File: src/rtl/gpio_ctrl_v2_if.sv
// gpio_ctrl_v2 peripheral bus: access strobe, 4-bit word address,
// byte enables, read/write select, write data and registered read data.
interface gpio_ctrl_v2_if;
  logic        sel;
  logic [5:2]  addr;
  logic [3:0]  wben;
  logic        r_wn;
  logic [31:0] wdata;
  logic [31:0] rdata;

  modport master (
    output sel, addr, wben, r_wn, wdata,
    input  rdata
  );

  modport slave (
    input  sel, addr, wben, r_wn, wdata,
    output rdata
  );
endinterface

File: src/rtl/gpio_ctrl_v2.sv
// gpio_ctrl_v2: memory-mapped GPIO with input sync, edge irqs, set/clr.
// Ports: clk, reset_n (async low), bus (slave), ro_gpio_pinstate in,
// rf_gpio_datareg/rf_gpio_tristate out, gpio_irq out (registered).
// Optional debounce filter when GPIO_DEBOUNCE_EN is defined.
module gpio_ctrl_v2 #(
  parameter int NUM_PINS        = 16,
  parameter int SYNC_STAGES     = 2,
  parameter int DEBOUNCE_CYCLES = 16
) (
  input  logic                clk,
  input  logic                reset_n,
  gpio_ctrl_v2_if.slave       bus,
  input  logic [NUM_PINS-1:0] ro_gpio_pinstate,
  output logic [NUM_PINS-1:0] rf_gpio_datareg,
  output logic [NUM_PINS-1:0] rf_gpio_tristate,
  output logic                gpio_irq
);

  logic [SYNC_STAGES-1:0][NUM_PINS-1:0] sync_q, sync_d;
  logic [NUM_PINS-1:0] pin_s, pin_f;

  always_comb begin
    sync_d    = sync_q;
    sync_d[0] = ro_gpio_pinstate;
    for (int k = 1; k < SYNC_STAGES; k++)
      sync_d[k] = sync_q[k-1];
  end

  assign pin_s = sync_q[SYNC_STAGES-1];

`ifdef GPIO_DEBOUNCE_EN
  localparam int  CW      = $clog2(DEBOUNCE_CYCLES + 1);
  localparam bit  DEB     = 1'b1;
  localparam int  ARM_MAX = SYNC_STAGES + 1 + DEBOUNCE_CYCLES;

  logic [NUM_PINS-1:0][CW-1:0] cnt_q, cnt_d;
  logic [NUM_PINS-1:0]         pin_f_q, pin_f_d;

  // counter holds the number of consecutive disagreeing samples so far
  always_comb begin
    cnt_d   = cnt_q;
    pin_f_d = pin_f_q;
    for (int i = 0; i < NUM_PINS; i++) begin
      if (pin_s[i] == pin_f_q[i]) begin
        cnt_d[i] = '0;
      end else if (cnt_q[i] == CW'(DEBOUNCE_CYCLES - 1)) begin
        pin_f_d[i] = pin_s[i];
        cnt_d[i]   = '0;
      end else begin
        cnt_d[i] = cnt_q[i] + 1'b1;
      end
    end
  end

  always_ff @(posedge clk or negedge reset_n) begin
    if (!reset_n) begin
      cnt_q   <= '0;
      pin_f_q <= '0;
    end else begin
      cnt_q   <= cnt_d;
      pin_f_q <= pin_f_d;
    end
  end

  assign pin_f = pin_f_q;
`else
  localparam bit  DEB     = 1'b0;
  localparam int  ARM_MAX = SYNC_STAGES + 1;

  assign pin_f = pin_s;
`endif

  localparam logic [31:0] PARAMS = {15'd0, DEB, 4'd0,
    4'(SYNC_STAGES), 2'd0, 6'(NUM_PINS)};

  function automatic logic [31:0] ext(input logic [NUM_PINS-1:0] v);
    logic [31:0] r;
    r = '0;
    r[NUM_PINS-1:0] = v;
    return r;
  endfunction

  logic [NUM_PINS-1:0] pin_q, pin_d;
  logic [NUM_PINS-1:0] tri_q, tri_d;
  logic [NUM_PINS-1:0] mask_q, mask_d;
  logic [NUM_PINS-1:0] data_q, data_d;
  logic [NUM_PINS-1:0] pend_q, pend_d;
  logic [NUM_PINS-1:0] rise_q, rise_d;
  logic [NUM_PINS-1:0] fall_q, fall_d;
  logic [31:0]         scr_q, scr_d;
  logic [31:0]         rdata_q, rdata_d;
  logic                irq_q, irq_d;
  logic [8:0]          arm_q, arm_d;

  logic                armed, wr, rd;
  logic [31:0]         bmask, wbits, rmux;
  logic [NUM_PINS-1:0] wp, edges;

  assign armed = (arm_q == 9'(ARM_MAX));
  assign wr    = bus.sel & ~bus.r_wn;
  assign rd    = bus.sel &  bus.r_wn;
  assign bmask = {{8{bus.wben[3]}}, {8{bus.wben[2]}},
                  {8{bus.wben[1]}}, {8{bus.wben[0]}}};
  assign wbits = bus.wdata & bmask;
  assign wp    = NUM_PINS'(wbits);

  // inputs held across reset must not look like edges until armed
  assign edges = armed ?
    ((pin_f & ~pin_q & rise_q) | (~pin_f & pin_q & fall_q)) : '0;

  always_comb begin
    rmux = '0;
    unique case (bus.addr)
      4'd0:    rmux = 32'h4852_4A44;
      4'd1:    rmux = 32'h0200_0000;
      4'd2:    rmux = ext(tri_q);
      4'd3:    rmux = ext(pin_f);
      4'd4:    rmux = ext(mask_q);
      4'd5:    rmux = ext(data_q);
      4'd6:    rmux = scr_q;
      4'd7:    rmux = ext(pend_q);
      4'd8:    rmux = ext(rise_q);
      4'd9:    rmux = ext(fall_q);
      4'd12:   rmux = PARAMS;
      default: rmux = '0;
    endcase
  end

  always_comb begin
    pin_d   = pin_f;
    arm_d   = armed ? arm_q : arm_q + 9'd1;
    tri_d   = tri_q;
    mask_d  = mask_q;
    data_d  = data_q;
    scr_d   = scr_q;
    rise_d  = rise_q;
    fall_d  = fall_q;
    pend_d  = pend_q;
    irq_d   = |(pend_q & mask_q);
    rdata_d = rd ? rmux : rdata_q;
    if (wr) begin
      unique case (bus.addr)
        4'd2:  tri_d  = (tri_q  & ~NUM_PINS'(bmask)) | wp;
        4'd4:  mask_d = (mask_q & ~NUM_PINS'(bmask)) | wp;
        4'd5:  data_d = (data_q & ~NUM_PINS'(bmask)) | wp;
        4'd6:  scr_d  = (scr_q  & ~bmask) | wbits;
        4'd7:  pend_d = pend_q & ~wp;
        4'd8:  rise_d = (rise_q & ~NUM_PINS'(bmask)) | wp;
        4'd9:  fall_d = (fall_q & ~NUM_PINS'(bmask)) | wp;
        4'd10: data_d = data_q | wp;
        4'd11: data_d = data_q & ~wp;
        default: ;
      endcase
    end
    // a new edge beats a same-cycle clear
    pend_d = pend_d | edges;
  end

  always_ff @(posedge clk or negedge reset_n) begin
    if (!reset_n) begin
      sync_q  <= '0;
      pin_q   <= '0;
      arm_q   <= '0;
      tri_q   <= '0;
      mask_q  <= '0;
      data_q  <= '0;
      scr_q   <= '0;
      rise_q  <= '0;
      fall_q  <= '0;
      pend_q  <= '0;
      irq_q   <= 1'b0;
      rdata_q <= '0;
    end else begin
      sync_q  <= sync_d;
      pin_q   <= pin_d;
      arm_q   <= arm_d;
      tri_q   <= tri_d;
      mask_q  <= mask_d;
      data_q  <= data_d;
      scr_q   <= scr_d;
      rise_q  <= rise_d;
      fall_q  <= fall_d;
      pend_q  <= pend_d;
      irq_q   <= irq_d;
      rdata_q <= rdata_d;
    end
  end

  assign bus.rdata        = rdata_q;
  assign rf_gpio_datareg  = data_q;
  assign rf_gpio_tristate = tri_q;
  assign gpio_irq         = irq_q;

endmodule

File: src/flat_wrapper.sv
// flat-port wrapper written by rule: the top's interface ports become plain ports
module gpio_ctrl_v2_flat 
#(
  parameter int NUM_PINS        = 16,
  parameter int SYNC_STAGES     = 2,
  parameter int DEBOUNCE_CYCLES = 16
)
  (clk, reset_n, ro_gpio_pinstate, rf_gpio_datareg, rf_gpio_tristate, gpio_irq, bus_sel, bus_addr, bus_wben, bus_r_wn, bus_wdata, bus_rdata);
  gpio_ctrl_v2_if bus_i ();
  input  logic clk;
  input  logic reset_n;
  input  logic [NUM_PINS-1:0] ro_gpio_pinstate;
  output logic [NUM_PINS-1:0] rf_gpio_datareg;
  output logic [NUM_PINS-1:0] rf_gpio_tristate;
  output logic gpio_irq;
  input wire logic [$bits(bus_i.sel)-1:0] bus_sel;
  input wire logic [$bits(bus_i.addr)-1:0] bus_addr;
  input wire logic [$bits(bus_i.wben)-1:0] bus_wben;
  input wire logic [$bits(bus_i.r_wn)-1:0] bus_r_wn;
  input wire logic [$bits(bus_i.wdata)-1:0] bus_wdata;
  output wire logic [$bits(bus_i.rdata)-1:0] bus_rdata;
  assign bus_i.sel = bus_sel;
  assign bus_i.addr = bus_addr;
  assign bus_i.wben = bus_wben;
  assign bus_i.r_wn = bus_r_wn;
  assign bus_i.wdata = bus_wdata;
  assign bus_rdata = bus_i.rdata;
  gpio_ctrl_v2 #(.NUM_PINS(NUM_PINS), .SYNC_STAGES(SYNC_STAGES), .DEBOUNCE_CYCLES(DEBOUNCE_CYCLES)) u_core (.clk(clk), .reset_n(reset_n), .bus(bus_i), .ro_gpio_pinstate(ro_gpio_pinstate), .rf_gpio_datareg(rf_gpio_datareg), .rf_gpio_tristate(rf_gpio_tristate), .gpio_irq(gpio_irq));
endmodule
File: config.mk
export PLATFORM = sky130hd
export DESIGN_NAME = gpio_ctrl_v2_flat
export DESIGN_NICKNAME = d
export VERILOG_FILES = /design/src/rtl/gpio_ctrl_v2_if.sv /design/src/rtl/gpio_ctrl_v2.sv /design/src/flat_wrapper.sv
export SDC_FILE = /design/constraint.sdc
export NUM_CORES = 1
export LEC_CHECK = 0
export CORE_UTILIZATION = 50
export DETAILED_ROUTE_END_ITERATION = 7
export PLACE_DENSITY_LB_ADDON = 0.3
export SLEW_MARGIN = 20
export SYNTH_ARGS = -nofsm -noshare
export SYNTH_HDL_FRONTEND = slang
export SYNTH_SLANG_ARGS = --single-unit
File: constraint.sdc
create_clock -name clk -period 1.47 [get_ports clk]
set_input_delay 0.2205 -clock clk [delete_from_list [all_inputs] [get_ports clk]]
set_output_delay 0.2205 -clock clk [all_outputs]
set_load 0.1 [all_outputs]
# Yosys cells after proc, flatten, opt, wreduce, memory -nomap -nowiden
# Cells that the tools add are included.
# word_totals
regBits,218
in_bits,60
out_inout_bits,65
word_cells,72
# op_classes
addsub,1
n_eq_ne,13
muxes,5
bitwise_logic,31
n_reduce_logical,9
# op_table
operator,count
32-bit one-hot mux with 11 select lines,1
16-bit AND,12
16-bit OR,8
32-bit AND,2
16-bit inverter,4
16-bit two-way mux,3
16-bit one-hot mux with 3 select lines,1
32-bit inverter,1
32-bit OR,1
4-bit == test (second input constant),5
4-bit by 3-bit == test with 1-bit output (second input constant),4
16-bit OR reduction,1
2-bit AND reduction,6
9-bit by 1-bit adder with 9-bit output (second input constant),1
9-bit by 2-bit == test with 1-bit output (second input constant),1
4-bit by 2-bit == test with 1-bit output (second input constant),2
4-bit by 1-bit == test with 1-bit output (second input constant),1
4-bit zero test,1
3-bit nonzero test,1
1-bit AND,2
1-bit inverter,1

# Longest topological paths before layout
# Gate-level depths: netlist (run 1).
# depth
ltp_word,6
mapped_depth,7
depth_no_buf,5

# Least setup slack after synthesis (run 1)
# OpenSTA, ideal clock, no wires.
# synth_timing
path_kind,reg-to-reg
from,register (tool-made name)
to,"register u_core.rdata_q[13], in the netlist u_core.bus.rdata[13]"
setup_ps,122
arrival_ps,1886
t_required_ps,1348
slack_ps,-538
path_stages_with_launch,5
path_buffers,0
synth_period_minus_slack_ps,2008
path_cell_list,dfrtp_1 nor2b_1 mux4_2 a211o_1 a22o_1
# synth_rtl
element,line,rtl
to (signal assigned),gpio_ctrl_v2.sv:185,rdata_q <= rdata_d;
to (decl),gpio_ctrl_v2.sv:91,"logic [31:0] rdata_q, rdata_d;"

==> flow_summary.ini, run 1 <==
[run_status]
status = finished, violations left
violations = setup timing

[power_and_ir_drop]
pwr-share-clk_pct = 35.1
power.internal_w = 0.0124
power_density_mw_per_mm2 = 1300
peakVddDrop_mv = 0.897
switching_share_pct = 30.8
p_seq_share_pct = 40.6
p_leak_nw = 6.16
power_switching_w = 0.00551
pwr-share-comb_pct = 24.2

[setup_path]
reg2reg_slack_ns = -0.21
worstPathArrival_ns = 2.07
crit_path_max_incr_delay_ns = 0.48
critPathLaunchType = flip-flop
crit_buf_inv = 0
cpMaxStageDelayCell = mux4_2
worstSetupPathType = reg2reg
worstSetupEndpointType = flip-flop
path_max_fanout = 2
path_cells = nor2b_1, mux4_2, a211o_1, a22o_1
critPathRequiredTime_ns = 1.86
reg2reg_depth = 4
r2r-end = u_core.bus.rdata[13]$_DFFE_PN0P_
critPathTopFamily = compound AO/OA/AOI/OAI gates

[synthesis]
synthTopCellsByArea = dfrtp_1 (57%), mux2_2 (12%), o21ai_0 (4.9%), a22o_1 (2.1%), nand2_1 (1.8%)
yosysMostFrequentCell = dfrtp_1
syn_nets = 841
netlist_instances = 780
synth_compound_area_share_pct = 14.1
synthSimpleGateAreaFrac_pct = 11.7
synth_edf_count = 0
synth_adder_area_share_pct = 0.131
avgSynthCellArea_um2 = 12.3
synth_top_area_share_pct = 56.9
synth.distinct_cells = 65
synthFlopType = dfrtp_1
syn_area_mm2 = 0.00958
async_reset_ff_share_pct = 100
synthMuxAreaShare_pct = 13.4
post-synth-top-area-cell = dfrtp_1
ys_warn_count = 0
synth_top_family_by_area = compound AO/OA/AOI/OAI gates
seq_area_frac_synth_pct = 56.9
synthXorXnorAreaFrac_pct = 0.640
synth.top_cells.by_count = dfrtp_1 (218), mux2_2 (100), o21ai_0 (94)
ys_seq_elements = 218

[clock_network]
cts_max_level = 1
clock-sinks = 218
cts_buffer_depth = 3
clk_latency_ns = 0.51
cts.root.buffer_cell = clkbuf_16
cts_tree = built
numCtsBuffers = 23
clk_pin_slew_worst_paths_ns = 0.06

[timing]
post-route-min-period_ns = 1.68
fin_crit_sh_pct = 114
slew_headroom_pct = 57.3
rsz0062_at_grt = yes
fin_ws_ns = -0.206
fmax_mhz = 597
worst_pin_slew_ns = 0.638
finalSetupViolCount = 5
clock_skew_ns = 0.0127
final_hold_viol_count = 0
holdWs_ns = 0.144
slew_viol_final = 0

[grt]
grt_pass1_wl_um = 45500
gr-total-overflow = 0
grt_pass1_vias = 7960
track_usage_pct = 30.3
antenna_found_initial = 0
grt_max_degree = 44

[final_layout]
n_antenna_cell = 0
design_area_mm2 = 0.0137
layout.nets = 1083
final_layout_size_suffix_gt1_share_pct = 39.2
num-fill-cells = 1182
area_growth_pct = 43.4

[detailed_routing]
wl_per_cell_um = 23.4
routed-via-count = 7924
drtIter0Drc = 689
finalWirelength_um = 29700
dr.pass1.iters = 5
detail-route-antenna-nets = 0
drc_errors = 0
via_per_inst = 6.23

[die]
die_width_um = 140
dieArea_mm2 = 0.0197
die_y_um = 140
start_util_pct = 51.0
row_count = 50
io_pins = 125
core-area_mm2 = 0.0188

[hold_path]
hold_path.startpoint = ro_gpio_pinstate[4]
min_path_cells = 1
holdPathEnd = u_core.sync_d[20]$_DFF_PN0_
hp-class = in2reg

[placed_design]
post_dp_cell_area_mm2 = 0.0127
dp_slack_ns = -0.624
post-dp-hpwl_um = 20600
io_buffers = 124
routabilityCongestion = 0.895

[job]
cap_violations = 0
## per-layer routing
layer | GRT usage, % | up-vias | wire length [um]
met5 | 0 | - | 0
met4 | 13.9 | 0 | 1310
met3 | 5.44 | 100 | 2770
met2 | 47.5 | 504 | 13900
met1 | 41.2 | 3945 | 11700
li1 | - | 3375 | -
## placed cells by master, fill, tap and decap left out, types with 8 or more instances in the layout
| cell type | Yosys | layout |
|---|---|---|
| o21ai_0 | 94 | 84 |
| buf_4 | 8 | 108 |
| dfrtp_2 | 0 | 17 |
| inv_1 | 19 | 19 |
| a31oi_1 | 17 | 16 |
| buf_12 | 0 | 79 |
| nand2_1 | 47 | 44 |
| a21oi_1 | 8 | 8 |
| a22o_1 | 23 | 23 |
| clkdlybuf4s50_1 | 0 | 54 |
| and3b_1 | 19 | 18 |
| nor2_1 | 24 | 23 |
| nor2b_1 | 10 | 8 |
| mux2_2 | 100 | 97 |
| a22oi_1 | 9 | 9 |
| clkbuf_16 | 0 | 23 |
| buf_6 | 2 | 8 |
| o21ai_1 | 8 | 16 |
| dfrtp_1 | 218 | 194 |
| a221o_1 | 10 | 10 |
| nor2_4 | 8 | 8 |
## repair_timing
item	in CTS	in global routing
setup buffers	1	5
gates resized for setup	14	30
gates cloned	0	1
setup endpoints to repair	93	104
pin swaps	4	8
hold buffers	1	0
hold endpoints to repair	115	0
## power groups by stage
stage	registers, W	logic, W	clock network (W)
6_report	0.00727	0.00433	0.00628
3_3_place_gp	0.00730	0.00417	0
3_5_place_dp	0.00733	0.00424	0
2_1_floorplan	0.00855	0.000974	0
5_1_grt	0.00732	0.00449	0.00659
4_1_cts	0.00724	0.00427	0.00635
## through the flow
| step | total power (W) | std cells | util, % | TNS [ns] |
|---|---|---|---|---|
| 2_1_floorplan | 0.00953 | 780 | - | -0.620 |
| 3_3_place_gp | 0.0115 | 1224 | 67.7 | -80.59 |
| 3_5_place_dp | 0.0116 | 1224 | 67.7 | -83.83 |
| 4_1_cts | 0.0179 | 1265 | 72.3 | -0.301 |
| 5_1_grt | 0.0184 | 1271 | 73.2 | -0.532 |
| 6_report | 0.0179 | 1271 | 73.2 | -0.285 |
## worst max-delay path by stage
stage	startpoint	end	depth (start not counted)
2_1_floorplan	flip-flop	u_core.bus.rdata[13]$_DFFE_PN0P_	4
3_3_place_gp	bus_sel	flip-flop	6
3_5_place_dp	bus_sel	flip-flop	6
4_1_cts	flip-flop	u_core.bus.rdata[13]$_DFFE_PN0P_	4
5_1_grt	flip-flop	u_core.bus.rdata[13]$_DFFE_PN0P_	4
6_report	flip-flop	u_core.bus.rdata[13]$_DFFE_PN0P_	4
## layout make-up
type	instances	area [um2]	share of cell area (%)
Sequential cell	218	5500	40.0
Multi-Input combinational cell	502	3970	28.9
Timing Repair Buffer	256	3080	22.4
Clock buffer	32	649	4.73
Tap cell	234	293	2.13
Clock inverter	8	165	1.20
Inverter	21	78.8	0.574
## kinds of logic after synthesis
kind of cell | count (synthesis)
flip-flops | 218
AO/OA/AOI/OAI | 207
AND/OR/NAND/NOR | 176
multiplexers | 111
buffers and inverters | 60
XOR/XNOR | 7
adder cells (fa/ha/maj) | 1
No activity file was read; power rests on OpenSTA's default activity.
==> run 2, diff against run 1 <==
--- a/config.mk
+++ b/config.mk
@@ -6,6 +6,7 @@
 export NUM_CORES = 1
 export LEC_CHECK = 0
 export CORE_UTILIZATION = 50
+export CTS_CLUSTER_DIAMETER = 80
 export DETAILED_ROUTE_END_ITERATION = 7
 export PLACE_DENSITY_LB_ADDON = 0.3
 export SLEW_MARGIN = 20
==> results of run 2 <==
Same layout as run 1: the final DEF is identical, and so are final timing and power.
==> run 3, diff against run 2 <==
--- a/config.mk
+++ b/config.mk
@@ -6,7 +6,6 @@
 export NUM_CORES = 1
 export LEC_CHECK = 0
 export CORE_UTILIZATION = 50
-export CTS_CLUSTER_DIAMETER = 80
 export DETAILED_ROUTE_END_ITERATION = 7
 export PLACE_DENSITY_LB_ADDON = 0.3
 export SLEW_MARGIN = 20
==> constraint.sdc (replaced) <==
create_clock -name clk -period 1.47 [get_ports clk]
set_input_delay 0.3675 -clock clk [delete_from_list [all_inputs] [get_ports clk]]
set_output_delay 0.3675 -clock clk [all_outputs]
set_load 0.1 [all_outputs]
==> flow_summary.ini, run 3 (same netlist as run 1, synthesis figures left out) <==
[run_status]
status = finished, violations left
violations = DRC, setup timing

[grt]
grt_pass1_vias = 8406
grt_pass1_wl_um = 48000
antenna_found_initial = 0
gr-total-overflow = 0
grt_max_degree = 40
track_usage_pct = 32.2

[clock_network]
clk_latency_ns = 0.51
cts_max_level = 1
clk_pin_slew_worst_paths_ns = 0.06
clock-sinks = 218
numCtsBuffers = 23
cts_tree = built
cts.root.buffer_cell = clkbuf_16
cts_buffer_depth = 3

[detailed_routing]
drc_errors = 3
finalWirelength_um = 31500
detail-route-antenna-nets = 0
drtIter0Drc = 800
via_per_inst = 6.16
wl_per_cell_um = 23.5
routed-via-count = 8255
dr.pass1.iters = 8

[timing]
slew_viol_final = 0
fmax_mhz = 607
slew_headroom_pct = 61.4
rsz0062_at_grt = yes
fin_setup_tns_ns = -1.82
worst_pin_slew_ns = 0.577
clock_skew_ns = 0.0116
fin_ws_ns = -0.179
finalSetupViolCount = 39
post-route-min-period_ns = 1.65
fin_crit_sh_pct = 112
final_hold_viol_count = 0
holdWs_ns = 0.292

[die]
row_count = 50
die_y_um = 140
io_pins = 125
core-area_mm2 = 0.0188
dieArea_mm2 = 0.0197
die_width_um = 140
start_util_pct = 51.0

[power_and_ir_drop]
power_w = 0.0180
p_leak_nw = 6.60
peakVddDrop_mv = 0.900
power_density_mw_per_mm2 = 1240

[setup_path]
r2r-end = u_core.bus.rdata[13]$_DFFE_PN0P_
path_max_fanout = 2
cp.depth = 2
critPathTopFamily = flip-flops
worstSetupEndpointType = output port
critPathRequiredTime_ns = 1.10
crit_buf_inv = 2
worstSetupPathType = reg2out
worstSetupEndpoint = rf_gpio_tristate[9]
reg2reg_depth = 4
worstPathArrival_ns = 1.28
crit_path_max_incr_delay_ns = 0.48
critPathLaunchType = flip-flop
path_cells = buf_6, buf_12
cpMaxStageDelayCell = dfrtp_4
reg2reg_slack_ns = -0.15

[placed_design]
routabilityCongestion = 0.917
post-dp-hpwl_um = 20900
io_buffers = 124
place_inst = 1234
post_dp_cell_area_mm2 = 0.0131

[final_layout]
final_layout_size_suffix_gt1_share_pct = 43.9
area_growth_pct = 51.6
stdcell_count = 1340
final_common_cell = dfrtp_1
n_antenna_cell = 0
layout.nets = 1150
final_cell_mix = dfrtp_1 (189), buf_4 (158), buf_12 (87), o21ai_0 (77), mux2_2 (67)
design_area_mm2 = 0.0145

[hold_path]
hp-class = in2reg

[job]
cap_violations = 0
-- run 3: stage by stage --
stage	setup slack, ns	util, %
global placement	-0.646	69.7
floorplan	-0.308	-
global route	-0.208	77.4
finish	-0.179	77.4
CTS	-0.183	76.7
detailed placement	-0.689	69.7
-- run 3: worst min path at each step --
stage	start	endpoint	slack, ns	cells past startpoint
final	ro_gpio_pinstate[15]	u_core.sync_d[31]$_DFF_PN0_	0.29	1
after global routing	ro_gpio_pinstate[12]	u_core.sync_d[28]$_DFF_PN0_	0.29	1
after CTS	ro_gpio_pinstate[5]	u_core.sync_d[21]$_DFF_PN0_	0.28	1
after detailed placement	reset_n	u_core.pin_d[4]$_DFF_PN0_	0.27	1
after global placement	reset_n	u_core.pin_d[4]$_DFF_PN0_	0.27	1
after floorplan	reset_n	asynchronous set/reset pin	0.07	0
-- run 3: what timing repair did --
| item | in CTS | in global routing |
|---|---|---|
| endpoints found under the setup margin | 217 | 93 |
| resized for setup | 46 | 20 |
| buffers inserted | 49 | 11 |
| cloned | 2 | 1 |
| hold buffers | 1 | 0 |
| pin swaps | 8 | 8 |
| endpoints found under the hold margin | 26 | 0 |
-- run 3: routing by layer --
metal  global-route usage (%)  part of all wire (%)  vias up
met3                     6.15                   8.6      111
met1                     41.4                    39     4122
met4                     15.2                   4.7        0
met2                     52.9                    48      499
li1                         -                     -     3523
met5                        0                     0        -
-- run 3: power breakdown --
| group | internal, W | leakage (nW) | switching (W) |
|---|---|---|---|
| Combinational | 0.00212 | 3.52 | 0.00269 |
| Sequential | 0.00665 | 2.71 | 0.000585 |
| Clock | 0.00357 | 0.379 | 0.00237 |
-- run 3: final cells by class --
cell class	instances	area, um2
flip-flops and latches	218	5510
fillers	1076	4240
multi-input cells	502	4140
repair buffers	323	3740
clock buffers	32	639
well taps	234	293
clock inverters	10	131
inverters	21	78.8
-- run 3: worst reg2reg max path, stage by stage, from the launching register on --
cell and delay, ns:
dfrtp_4 0.48, nor2b_4 0.13, mux4_2 0.45, a211o_1 0.26, a22o_1 0.20
